===== src/rtl/vcmp_pkg.sv =====
// Shared types, default widths and the saturating counter helper for the
// vector-compare scoreboard.
package vcmp_pkg;

  typedef enum logic [1:0] {
    ST_IDLE = 2'd0,
    ST_RUN  = 2'd1,
    ST_DONE = 2'd2
  } state_t;

  localparam int F0W_D = 3;
  localparam int F1W_D = 1;
  localparam int F2W_D = 6;
  localparam int CW_D  = 16;

  // Increment that sticks at the all-ones value of a w-bit counter (w <= 64).
  function automatic logic [63:0] sat_inc(input logic [63:0] v, input int unsigned w);
    logic [63:0] max_v;
    max_v = {64{1'b1}} >> (64 - w);
    return (v >= max_v) ? v : v + 64'd1;
  endfunction

endpackage


===== src/rtl/vcmp_field_stat.sv =====
// Saturating mismatch counter for one output field of the compared vector.
module vcmp_field_stat
  import vcmp_pkg::*;
#(
  parameter int CW = CW_D
) (
  input  logic          clk,
  input  logic          resetn,
  input  logic          clr,
  input  logic          en,
  input  logic          mism,
  output logic [CW-1:0] count
);

  always_ff @(posedge clk or negedge resetn) begin
    if (!resetn) begin
      count <= '0;
    end else if (clr) begin
      count <= '0;
    end else if (en && mism) begin
      count <= CW'(sat_inc(64'(count), CW));
    end
  end

endmodule


===== src/rtl/vcmp_scoreboard.sv =====
// Response checker: compares ref/dut vectors per field, keeps run statistics
// and holds a pass/fail verdict from stop until the next start.
module vcmp_scoreboard
  import vcmp_pkg::*;
#(
  parameter int F0W = F0W_D,
  parameter int F1W = F1W_D,
  parameter int F2W = F2W_D,
  parameter int CW  = CW_D
) (
  input  logic                   clk,
  input  logic                   resetn,
  input  logic                   start,
  input  logic                   stop,
  input  logic                   smp_valid,
  input  logic [F0W+F1W+F2W-1:0] ref_vec,
  input  logic [F0W+F1W+F2W-1:0] dut_vec,
  output logic                   busy,
  output logic                   done,
  output logic                   pass,
  output logic [CW-1:0]          samples,
  output logic [CW-1:0]          errors,
  output logic [CW-1:0]          err_f0,
  output logic [CW-1:0]          err_f1,
  output logic [CW-1:0]          err_f2,
  output logic [CW-1:0]          first_err,
  output logic                   any_err,
  output state_t                 state
);

  localparam int VW = F0W + F1W + F2W;

  logic          m0, m1, m2, any_m, en;
  logic [CW-1:0] errors_n;

  assign m0    = ref_vec[VW-1 -: F0W] != dut_vec[VW-1 -: F0W];
  assign m1    = ref_vec[F2W +: F1W] != dut_vec[F2W +: F1W];
  assign m2    = ref_vec[F2W-1:0] != dut_vec[F2W-1:0];
  assign any_m = m0 | m1 | m2;
  // A sample arriving with start is discarded; one arriving with stop counts.
  assign en    = (state == ST_RUN) && smp_valid && !start;

  // Error count including this cycle's sample, so pass can be decided on stop.
  always_comb begin
    errors_n = errors;
    if (en && any_m) errors_n = CW'(sat_inc(64'(errors), CW));
  end

  always_ff @(posedge clk or negedge resetn) begin
    if (!resetn) begin
      state     <= ST_IDLE;
      busy      <= 1'b0;
      done      <= 1'b0;
      pass      <= 1'b0;
      samples   <= '0;
      errors    <= '0;
      first_err <= '0;
      any_err   <= 1'b0;
    end else if (start) begin
      state     <= ST_RUN;
      busy      <= 1'b1;
      done      <= 1'b0;
      pass      <= 1'b0;
      samples   <= '0;
      errors    <= '0;
      first_err <= '0;
      any_err   <= 1'b0;
    end else begin
      if (en) begin
        samples <= CW'(sat_inc(64'(samples), CW));
        errors  <= errors_n;
        if (any_m && !any_err) begin
          first_err <= samples;
          any_err   <= 1'b1;
        end
      end
      if (state == ST_RUN && stop) begin
        state <= ST_DONE;
        busy  <= 1'b0;
        done  <= 1'b1;
        pass  <= (errors_n == '0);
      end
    end
  end

  vcmp_field_stat #(.CW(CW)) u_f0 (
    .clk(clk), .resetn(resetn), .clr(start), .en(en), .mism(m0), .count(err_f0)
  );
  vcmp_field_stat #(.CW(CW)) u_f1 (
    .clk(clk), .resetn(resetn), .clr(start), .en(en), .mism(m1), .count(err_f1)
  );
  vcmp_field_stat #(.CW(CW)) u_f2 (
    .clk(clk), .resetn(resetn), .clr(start), .en(en), .mism(m2), .count(err_f2)
  );

endmodule

===== config.mk =====
export PLATFORM = sky130hd
export DESIGN_NAME = vcmp_scoreboard
export DESIGN_NICKNAME = d
export VERILOG_FILES = /design/src/rtl/vcmp_pkg.sv /design/src/rtl/vcmp_field_stat.sv /design/src/rtl/vcmp_scoreboard.sv
export SDC_FILE = /design/constraint.sdc
export NUM_CORES = 1
export LEC_CHECK = 0
export ABC_AREA = 1
export BUFFER_PORTS_ARGS = -buffer_cell sky130_fd_sc_hd__buf_2
export CAP_MARGIN = 20
export CORE_MARGIN = 3
export CORE_UTILIZATION = 35
export DETAILED_ROUTE_END_ITERATION = 8
export GPL_ROUTABILITY_DRIVEN = 0
export PLACE_DENSITY = 0.62
export SYNTH_ARGS = -nofsm -noshare
export SYNTH_HDL_FRONTEND = slang
export SYNTH_HIERARCHICAL = 1
export SYNTH_SLANG_ARGS = --single-unit

===== constraint.sdc =====
create_clock -name clk -period 3.2 [get_ports clk]
set_clock_uncertainty 0.05 [all_clocks]
set_input_delay 0.32 -clock clk [delete_from_list [all_inputs] [get_ports clk]]
set_output_delay 0.32 -clock clk [all_outputs]
set_load 0.005 [all_outputs]

==> tab_implementation.tex <==
\begin{tabular}{lr}
\hline
Metric & Value \\
\hline
\multicolumn{2}{l}{\textbf{Power and ir drop}} \\
Relative contribution of sequential cells to total power & 49.3\% \\
Combinational power share & 9.6\% \\
Power density normalized to cell area & 361 nW/um\^{}2 \\
Switching share of total power & 28.1\% \\
Psw & 0.000750 W \\
Relative contribution of the clock network to total power & 41.1\% \\
Largest vdd supply drop & 0.227 mV \\
Internal power consumption & 0.00192 W \\
P\_leak & 3.63 nW \\
\multicolumn{2}{l}{\textbf{Worst hold path}} \\
Origin of the worst min-delay path & stop \\
Hold/Removal Path Class & in2reg \\
\multicolumn{2}{l}{\textbf{Detailed routing}} \\
Vias per Instance & about 4.9 \\
1st-pass router iterations & 5 \\
Routed wirelength normalized by instance count & 13.2 um \\
DRT Wirelength & 16.3 mm \\
Post-route antenna net violation count & 0 \\
Vias post-DR & 6075 \\
Number of remaining DRC errors & 0 \\
Number of DRC violations after detailed-routing iteration 0 & approximately 370 \\
\multicolumn{2}{l}{\textbf{CTS}} \\
Maximum number of buffers from clock root to sink & 2 \\
\# clock sinks & 100 \\
Clock input transition at the sequential cells of the worst setup and hold paths & 0.08 ns \\
CTS Root Cell & sky130\_fd\_sc\_hd\_\_clkbuf\_16 \\
CTS Buf Count & 9 \\
Clock latency on the worst-skew pair & 0.36 ns \\
TritonCTS clock tree & built \\
Number of levels in the clock H-tree & 3 \\
\multicolumn{2}{l}{\textbf{Logic synthesis}} \\
Post-synthesis net count & 910 \\
Post-synth top area share & 40.0\% \\
Yosys warns & 6 \\
Synth Instances & 880 \\
Flops \& latches, synth & 100 \\
Number of library cell types mapped by synthesis & 39 \\
Part of the Yosys area used for sequential elements & 40.0\% \\
Post-synthesis area per instance & 7.10 um\^{}2 \\
Leading cell types by total area after synthesis & sky130\_fd\_sc\_hd\_\_dfrtp\_1 40\%, sky130\_fd\_sc\_hd\_\_nand2\_1 16\%, sky130\_fd\_sc\_hd\_\_nand3\_1 8.0\% \\
Post-Synthesis Cell Area & 6250 um\^{}2 \\
Post-synthesis cell type with the largest combined area & sky130\_fd\_sc\_hd\_\_dfrtp\_1 \\
\multicolumn{2}{l}{\textbf{Timing}} \\
Post-layout worst setup margin & 0.862 ns \\
Count of endpoints failing setup in the final report & 0 \\
Transition time at the pin with the least slew margin & 0.870 ns \\
Worst hold-check slack & roughly 0.26 ns \\
Shortest clock period the worst path allows after layout & 2.34 ns \\
Headroom to the max-slew limit & 42.0\% \\
Setup repair after global routing missed its margin & no \\
Post-route clock period utilization & between 70\% and 80\% \\
Final hold violation count & 0 \\
Final Max Slew Viols & 0 \\
Sum of negative setup slack & 0 ns \\
Max Clock Freq & 428 MHz \\
\multicolumn{2}{l}{\textbf{Floorplanning}} \\
Floorplan die width & between 100 and 150 um \\
Std cell rows & 48 \\
Area of the core & roughly 17000 um\^{}2 \\
Ports placed on the boundary & 127 \\
Initial Utilization & 35.9\% \\
Die height & 140 um \\
Total die area & 19500 um\^{}2 \\
\multicolumn{2}{l}{\textbf{Worst setup path}} \\
Worst Path Required & 3.42 ns \\
CP endpoint & first\_err[6] \\
Data arrival time of the worst path & 2.56 ns \\
Startpoint of the worst register-to-register path & done \\
FF-to-FF path depth & 5 \\
Worst Setup End Kind & flip-flop \\
Flop-to-flop setup slack & 0.86 ns \\
CP startpoint & done \\
Maximum fanout count along the critical path & 23 \\
Critical R2R Capture & first\_err[6] \\
Type of the worst setup path & reg2reg \\
Element type at the critical path start & flip-flop \\
\multicolumn{2}{l}{\textbf{Cells and area}} \\
Final \#Nets & 1032 \\
Area growth, synth to finish & 18.1\% \\
Layout Utilization & between 40 and 50\% \\
Fraction of layout cells with a size suffix above 1 & 19.5\% \\
Diodes inserted & 0 \\
\multicolumn{2}{l}{\textbf{Global route}} \\
Initial antenna violation count & 0 \\
Total global routing track utilization & 16.8\% \\
Wire length of the first global-routing pass & approximately 28 mm \\
Largest net degree at the start of global routing & 58 \\
Via count of the first global-routing pass & 5589 \\
Aggregate global routing overflow & 0 \\
\multicolumn{2}{l}{\textbf{Run status}} \\
Result of the run & finished clean \\
\multicolumn{2}{l}{\textbf{Place}} \\
Worst slack at placement & 0.463 ns \\
Hpwl dp & 11.8 mm \\
Port Buf Inserts & 126 \\
\multicolumn{2}{l}{\textbf{Job}} \\
Max-cap violation count & 0 \\
\hline
\end{tabular}
==> placed cells by master, fill, tap and decap left out, types with 3 or more instances in the layout <==
cell type,Yosys,routed
sky130_fd_sc_hd__o21bai_1,9,9
sky130_fd_sc_hd__nand3_1,100,100
sky130_fd_sc_hd__nor3_1,4,4
sky130_fd_sc_hd__nand2_2,11,11
sky130_fd_sc_hd__or2_2,6,6
sky130_fd_sc_hd__a21oi_1,36,36
sky130_fd_sc_hd__nor2_2,10,10
sky130_fd_sc_hd__buf_2,4,125
sky130_fd_sc_hd__a31oi_1,3,3
sky130_fd_sc_hd__nor2_4,8,8
sky130_fd_sc_hd__inv_1,87,87
sky130_fd_sc_hd__nand2_1,264,264
sky130_fd_sc_hd__nor3b_1,3,3
sky130_fd_sc_hd__dfrtp_1,100,100
sky130_fd_sc_hd__xnor2_1,9,9
sky130_fd_sc_hd__o21ai_1,3,3
sky130_fd_sc_hd__clkbuf_16,0,9
sky130_fd_sc_hd__nor2_1,100,100
sky130_fd_sc_hd__ha_1,5,5
sky130_fd_sc_hd__o21ai_0,43,43
sky130_fd_sc_hd__inv_8,0,3
sky130_fd_sc_hd__nand4_1,14,14
sky130_fd_sc_hd__xor2_1,11,11
sky130_fd_sc_hd__buf_4,3,4
sky130_fd_sc_hd__o22ai_1,10,10
sky130_fd_sc_hd__nand2_4,4,4
sky130_fd_sc_hd__o21ai_4,3,3
==> cell usage after synthesis, drive strengths merged <==
library cell  count
ha                5
nand4            14
or2               7
o21bai            9
clkbuf            8
xnor2             9
a31oi             3
nor3b             3
xor2             11
a22oi             1
o22ai            10
a211oi            1
a21oi            36
nand2           279
buf              12
o21a              1
nand3           102
o21ai            50
nor3              4
nor4              1
inv              90
nor2            120
o211ai            2
o31ai             2
dfrtp           100
==> sequential cells by signal, indices dropped and copies added (netlist names) <==
name and count:
u_f1/count 16, errors 16, u_f0/count 16, state 1
samples 16, done 1, first_err 16, u_f2/count 16
any_err 1, pass 1
==> area by class of cell <==
type                       count  area, um^2
clock buffer                   9         225
clock inverter                 7        65.1
fill                        1851       10000
inverter                      90         340
multi-input combinational    670        3280
sequential                   100        2500
tap                          225         282
timing repair buffer         131         686
==> worst min path at each step <==
stage	to	cells after the start	slack [ns]
floorplan	any_err	0	-0.03
global placement	errors[7]	1	0.33
detailed placement	errors[7]	1	0.33
CTS	done	3	0.25
global route	done	3	0.30
finish	done	3	0.26
==> logic make-up (layout without fill, tap and decap cells) <==
| group | Yosys count | count (layout) | synth area share [%] |
|---|---|---|---|
| AND/OR/NAND/NOR | 530 | 530 | 38.0 |
| AO/OA/AOI/OAI | 115 | 115 | 10.7 |
| buffers and inverters | 110 | 237 | 7.50 |
| flip-flops | 100 | 100 | 40.0 |
| XOR/XNOR | 20 | 20 | 2.80 |
| adder cells (fa/ha/maj) | 5 | 5 | 1.00 |
==> worst max-delay path, cell delays in order (launching register included) <==
cell,delay (ns)
sky130_fd_sc_hd__dfrtp_1,0.39
sky130_fd_sc_hd__inv_1,0.09
sky130_fd_sc_hd__nand3_1,0.23
sky130_fd_sc_hd__o21ai_2,0.78
sky130_fd_sc_hd__nand2_1,0.46
sky130_fd_sc_hd__o22ai_1,0.24
==> what timing repair did <==
| action | in CTS | in global routing |
|---|---|---|
| endpoints found under the hold margin | 43 | 0 |
| hold buffers | 1 | 0 |
| gates resized for setup | 0 | 0 |
| setup buffers | 0 | 0 |
==> metrics by stage <==
stage                     area [um^2]  cells  power [W]
after global placement           7080   1215    0.00160
after CTS                        7380   1232    0.00271
after floorplan                  6250    880    0.00148
after global routing             7380   1232    0.00279
after detailed placement         7080   1215    0.00160
final                            7380   1232    0.00267
==> metal layers <==
layer | global-route usage, % | vias to the layer above | share of wire [%]
met1 | 22.7 | 2850 | 48
met2 | 28.2 | 113 | 47
met4 | 3.72 | 0 | 0.88
li1 | - | 3102 | -
met3 | 2.99 | 10 | 4.2
met5 | 0 | - | 0
==> power groups by stage <==
| stage | Sequential [W] | Clock (W) | Combinational [W] |
|---|---|---|---|
| after floorplan | 0.00134 | 0 | 0.000146 |
| after global placement | 0.00134 | 0 | 0.000261 |
| after detailed placement | 0.00134 | 0 | 0.000261 |
| after CTS | 0.00131 | 0.00113 | 0.000263 |
| after global routing | 0.00132 | 0.00118 | 0.000296 |
| final | 0.00131 | 0.00110 | 0.000257 |
(Power assumes the default switching activity.)
